[src/rtl/fft_pkg.sv]
// Shared definitions for the radix-2^2 SDF FFT stage: state encoding and the
// bit-reversed twiddle-row map used by the twiddle address sequencer.
package fft_pkg;

  localparam logic ST_IDLE_ENC = 1'b0;
  localparam logic ST_RUN_ENC  = 1'b1;

  typedef enum logic {
    ST_IDLE = ST_IDLE_ENC,
    ST_RUN  = ST_RUN_ENC
  } tw_state_t;

  // k for the top two index bits: {0,2,1,3} is n1 bit-reversed.
  function automatic logic [1:0] tw_k_map(input logic [1:0] n1);
    return {n1[0], n1[1]};
  endfunction

endpackage

[src/rtl/fft_dly_line.sv]
// Fixed-depth shift register for strobes; DEPTH=0 collapses to a wire so the
// same instance serves registered and unregistered twiddle ROMs.
module fft_dly_line #(
  parameter int WIDTH = 1,
  parameter int DEPTH = 1
) (
  input  logic             clk,
  input  logic             rst_n,
  input  logic [WIDTH-1:0] din,
  output logic [WIDTH-1:0] dout
);

  if (DEPTH == 0) begin : g_pass
    logic unused_clk_rst;
    assign unused_clk_rst = clk ^ rst_n;
    assign dout = din;
  end else begin : g_pipe
    logic [WIDTH-1:0] stage_q [DEPTH];

    // NOTE: every stage is reset so no stale strobe can leak out after reset release.
    always_ff @(posedge clk or negedge rst_n) begin
      if (!rst_n) begin
        for (int i = 0; i < DEPTH; i++) stage_q[i] <= '0;
      end else begin
        stage_q[0] <= din;
        for (int i = 1; i < DEPTH; i++) stage_q[i] <= stage_q[i-1];
      end
    end

    assign dout = stage_q[DEPTH-1];
  end

endmodule

[src/rtl/fft_tw_sequencer.sv]
// Twiddle ROM address sequencer for one radix-2^2 SDF stage, with valid/sof/eof
// strobes delayed to line up with the ROM output at the complex multiplier.
module fft_tw_sequencer
  import fft_pkg::*;
#(
  parameter int LOG_N = 4,
  parameter int TW_FF = 1
) (
  input  logic             clk,
  input  logic             rst_n,
  input  logic             in_valid,
  input  logic             in_sof,
  output logic [LOG_N-1:0] tw_addr,
  output logic             tw_unity,
  output logic             mul_valid,
  output logic             mul_sof,
  output logic             mul_eof,
  output logic             frame_done,
  output logic             sof_err,
  output logic             busy
);

  tw_state_t        state_q, state_d;
  logic [LOG_N-1:0] cnt_q, cnt_d;
  logic             sof_err_q, sof_err_d;
  logic             frame_done_q, frame_done_d;

  logic [LOG_N-1:0] idx;
  logic             accept;
  logic             is_last;

  // NOTE: every always_comb output gets a default first, so no path can infer a latch.
  always_comb begin
    idx          = in_sof ? '0 : cnt_q;
    accept       = in_valid && (in_sof || (state_q == ST_RUN));
    is_last      = accept && (&idx);
    state_d      = state_q;
    cnt_d        = cnt_q;
    sof_err_d    = sof_err_q;
    frame_done_d = mul_valid && mul_eof;

    if (in_valid && in_sof && (state_q == ST_RUN)) sof_err_d = 1'b1;

    if (accept) begin
      if (is_last) begin
        cnt_d   = '0;
        state_d = ST_IDLE;
      end else begin
        cnt_d   = idx + 1'b1;
        state_d = ST_RUN;
      end
    end
  end

  // NOTE: state registers use non-blocking assignments so all flops update together.
  always_ff @(posedge clk or negedge rst_n) begin
    if (!rst_n) begin
      state_q      <= ST_IDLE;
      cnt_q        <= '0;
      sof_err_q    <= 1'b0;
      frame_done_q <= 1'b0;
    end else begin
      state_q      <= state_d;
      cnt_q        <= cnt_d;
      sof_err_q    <= sof_err_d;
      frame_done_q <= frame_done_d;
    end
  end

  // Address = k*n2, where k comes from the two MSBs; N=4 has no n2 field.
  if (LOG_N == 2) begin : g_addr_n4
    assign tw_addr = '0;
  end else begin : g_addr
    logic [1:0]       n1;
    logic [LOG_N-3:0] n2;
    assign n1      = idx[LOG_N-1 -: 2];
    assign n2      = idx[LOG_N-3:0];
    assign tw_addr = LOG_N'(tw_k_map(n1)) * LOG_N'(n2);
  end

  fft_dly_line #(
    .WIDTH(4),
    .DEPTH(TW_FF)
  ) u_strobe_dly (
    .clk  (clk),
    .rst_n(rst_n),
    .din  ({accept, accept && in_sof, is_last, accept && (tw_addr == '0)}),
    .dout ({mul_valid, mul_sof, mul_eof, tw_unity})
  );

  assign frame_done = frame_done_q;
  assign sof_err    = sof_err_q;
  assign busy       = (state_q == ST_RUN);

endmodule

[config.mk]
export PLATFORM = sky130hd
export DESIGN_NAME = fft_tw_sequencer
export DESIGN_NICKNAME = d
export VERILOG_FILES = /design/src/rtl/fft_pkg.sv /design/src/rtl/fft_dly_line.sv /design/src/rtl/fft_tw_sequencer.sv
export SDC_FILE = /design/constraint.sdc
export NUM_CORES = 1
export LEC_CHECK = 0
export CAP_MARGIN = 20
export CELL_PAD_IN_SITES_DETAIL_PLACEMENT = 1
export CELL_PAD_IN_SITES_GLOBAL_PLACEMENT = 1
export CORE_MARGIN = 3
export CORE_UTILIZATION = 34
export DETAILED_ROUTE_END_ITERATION = 7
export PLACE_DENSITY = 0.72
export SLEW_MARGIN = 10
export SYNTH_ARGS = -nofsm -noshare
export SYNTH_HDL_FRONTEND = slang
export SYNTH_SLANG_ARGS = --single-unit
[constraint.sdc]
create_clock -name clk -period 1.9 [get_ports clk]
set_clock_uncertainty 0.2 [all_clocks]
set_input_delay 0.285 -clock clk [delete_from_list [all_inputs] [get_ports clk]]
set_output_delay 0.285 -clock clk [all_outputs]
set_load 0.05 [all_outputs]
## Yosys cells after proc, flatten, opt, wreduce, memory -nomap -nowiden

Cells that the tools add are included.

- Output and inout bits: 11
- Bits in registers: 11
- Word-level logic and storage cells: 20

- Add/sub/neg operators: 1
- Mux-type cells: 3
- Reduce and logical (&&, ||, !) cells: 10
- Multipliers: 1

Operators with widths:

| operator | count |
|---|---|
| $mux W4 | 2 |
| $logic_and A1 B1 Y1 | 7 |
| $add A4 B1 Y4 const B | 1 |
| $logic_not A4 Y1 | 1 |
| $mul A2 B2 Y4 | 1 |
| $reduce_and A4 Y1 | 1 |
| $logic_or A1 B1 Y1 | 1 |
| $mux W1 | 1 |

## Logic depth before layout (Yosys ltp)

- Depth after elaboration: 4
- Gate-level depth with buffers: 6
- Gate-level depth less buffers: 6

## Modules after synthesis

Synthesis repeated with hierarchy kept, for this count alone.

- Cells, all modules: 46
- Area, all modules: 578.1 sq um

By module, submodules not included:

| module | times used | cells each | seq. area each (sq um) | area each (sq um) |
|---|---|---|---|---|
| fft_tw_sequencer | 1 | 42 | 175.2 | 478.0 |
| fft_dly_line | 1 | 4 | 100.1 | 100.1 |

## Worst setup path before layout

No wires, ideal clock.

- Path kind: reg-to-output
- From: register cnt_q[0]
- To: output tw_addr[2]
- Arrival time: 1.390 ns
- Path buffers: 0
- Data required time: 1.415 ns
- Cell stages (with the launch flop): 6
- Path slack: 0.025 ns
- Path through: dfrtp_1 nor2b_2 and2_1 ha_1 inv_1 ha_1

- Cells in the longest elaborated chain, start to end: 2

Ends and longest elaborated chain:

| what | RTL line | RTL |
|---|---|---|
| start: declaration | fft_tw_sequencer.sv:24 | `logic [LOG_N-1:0] cnt_q, cnt_d;` |
| start signal: assignment | fft_tw_sequencer.sv:64 | `cnt_q <= cnt_d;` |
| $mux W4 | fft_tw_sequencer.sv:34 | `idx = in_sof ? '0 : cnt_q;` |
| $mul A2 B2 Y4 | fft_tw_sequencer.sv:78 | `assign tw_addr = LOG_N'(tw_k_map(n1)) * LOG_N'(n2);` |
| end: declaration | fft_tw_sequencer.sv:13 | `output logic [LOG_N-1:0] tw_addr,` |

Every way passes these cells.

## Final worst setup path

- From: register cnt_q[3]
- To: output tw_addr[2]

Same word-level chain as after synthesis.

==> flow_summary.ini <==
[drt]
wirelength_um = 1510
drtIter0Drc = 1
dr.pass1.iters = 2
ant_nets = 0
wire_per_inst_um = 16.4
drc = 0
vias = 462
viasPerCell = 5.02

[worst_hold_path]
min_path_type = input port to asynchronous set/reset pin

[floorplanning]
rows = 13
core-area_um2 = 1370
initial_core_util_pct = 37.7
fp.dieW_um = 44.9
fp.dieH_um = 44.9
fp.dieArea_um2 = 2020
pin_count = 15

[yosys]
synth-edff-count = 0
syn-num-nets = 51
synth_area_leaders = dfrtp_1, ha_1, and2_1
ys_seq_elements = 11
async_flop_share_pct = 100
synth-seq-area-share_pct = 53.4
syn_area_um2 = 515
ys.flop_type = dfrtp_1
synth_cell_type_count = 25
yosys_warnings = 0
synth_area_per_cell_um2 = 11.7
syn-instance-count = 44
post-synth-top-count-cell = dfrtp_1
yosys-top-cells-count = dfrtp_1, and2_1, ha_1, nand2_1
synth_top_area_cell = dfrtp_1
synth_top_area_share_pct = 53.4

[global_route]
grt.overflow.total = 0
grt_max_degree = 12
grt_pass1_vias = 527
grt_pass1_wl_um = 2530
grtUsageTotal_pct = 17.9
grt_antenna_before_repair = 0

[place]
gp_congestion = 0.756
dp_cells = 81
io_buffers = 14
dp_hpwl_um = 957
dpl-instance-area_um2 = 757

[sta]
slew_violations = 0
setup_slack_ns = -0.116
hold_viol = 0
rsz0062_at_grt = yes
setup_viol = 2
hold_ws_ns = 0.152
max_freq_mhz = 496
tns_ns = -0.149
tightest_slew_ns = 0.511
timing.final.crit_share_pct = 106
fin_crit_ns = 2.02
relSlewSlack_pct = 65.8

[worst_setup_path]
rr_endpoint = u_strobe_dly.dout[0]
worstPathMaxFanout = 2
crit_start = cnt_q[3]
rr_startpoint = cnt_q[3]
crit_type = flop to primary output
cp-start-kind = flop
crit_end = tw_addr[2]
arrival_ns = 1.53
r2r_cells = 4
r2r_setup_slack_ns = 0.40
worst-endpoint-required_ns = 1.41
cp-end-kind = primary output

[clock_network]
clk_pin_slew_ns = 0.08
root_buffer = clkbuf_4
clk_latency_ns = 0.27
cts.sinks = 11
cts_buffer_depth = 2
htree_levels = 1
cts_tree = built
cts_made_buffers = 3
hold_buffers = 0

[power_and_ir_drop]
leakagePower_nw = 0.410
peakVddDrop_v = 0.000515
p_total_mw = 0.819
power_density_nw_per_um2 = 917

[run_status]
violations = negative setup slack
status = finished with violations

[layout]
final-instance-count-excl-fill = 92
seq_area_um2 = 278
nFillCells = 148
multiInputGateArea_um2 = 279
drive_gt1_share_pct = 63.6
layout.nets = 85
syn2layout_area_growth_pct = 73.3
n_antenna_cell = 0
final_area_um2 = 893

[run]
maxCapViolations = 0
cell type report:
cell class / count / area share, %
tap: 15 / 2.10
multi-input combinational: 30 / 31.2
sequential: 11 / 31.1
timing repair buffer: 29 / 31.0
clock buffer: 3 / 2.52
clock inverter: 1 / 0.560
inverter: 3 / 1.54
worst min path at each step:
stage               startpoint                    to  slack [ns]  depth (start not counted)
global route             rst_n  u_strobe_dly.dout[2]        0.17                          1
CTS                      rst_n  u_strobe_dly.dout[3]        0.17                          1
detailed placement     sof_err               sof_err        0.25                          1
global placement       sof_err               sof_err        0.24                          1
floorplan                rst_n                  busy       -0.21                          0
finish                   rst_n  u_strobe_dly.dout[2]        0.15                          1
state kept, by name, indices dropped and copies added, names as in the netlist:
signal	count
cnt_q	4
u_strobe_dly.dout	4
busy	1
frame_done	1
sof_err	1
metal layers:
metal	share of wire (%)	vias up	global-route usage, %
li1	-	220	-
met1	42	231	20.1
met2	54	9	33.3
met3	3.1	2	2.39
met4	1.1	0	7.02
met5	0	-	0
logic make-up after synthesis:
| group | count (synthesis) | synth area share (%) |
|---|---|---|
| simple gates | 18 | 22.3 |
| flops | 11 | 53.4 |
| compound gates | 9 | 14.8 |
| buf+inv | 3 | 2.18 |
| fa+ha+maj | 3 | 7.28 |
worst max-delay path, stage by stage, from the launching register on:
cell	delay [ns]
dfrtp_1	0.38
nor2b_4	0.16
and2_4	0.16
ha_4	0.14
inv_4	0.04
ha_4	0.26
buf_12	0.13
where the power goes:
group,internal [mW],switching [mW]
registers,0.267,0.0301
logic,0.196,0.165
clock network,0.0778,0.0827
through the flow:
step / setup WS, ns / utilization [%]
after global placement: -0.328 / 55.4
after CTS: -0.0728 / 63.9
after floorplan: 0.0250 / -
after global routing: -0.139 / 65.4
final: -0.116 / 65.4
after detailed placement: -0.344 / 55.4
cell usage in the layout (no fill, tap or decap), drive strengths merged, types with 2 or more instances in the layout:
master         Yosys  routed
clkbuf             0       3
nor2               2       2
ha                 3       3
inv                3       3
clkdlybuf4s50      0       2
nand2              3       3
and2               5       5
dfrtp             11      11
buf                0      26
nor2b              3       3
o21ai              3       3
timing repair:
action	CTS	global route
buffers inserted	5	2
setup endpoints to repair	3	2
pin swaps	3	2
gates resized for setup	16	3
Power figures use the tool's default switching activity.
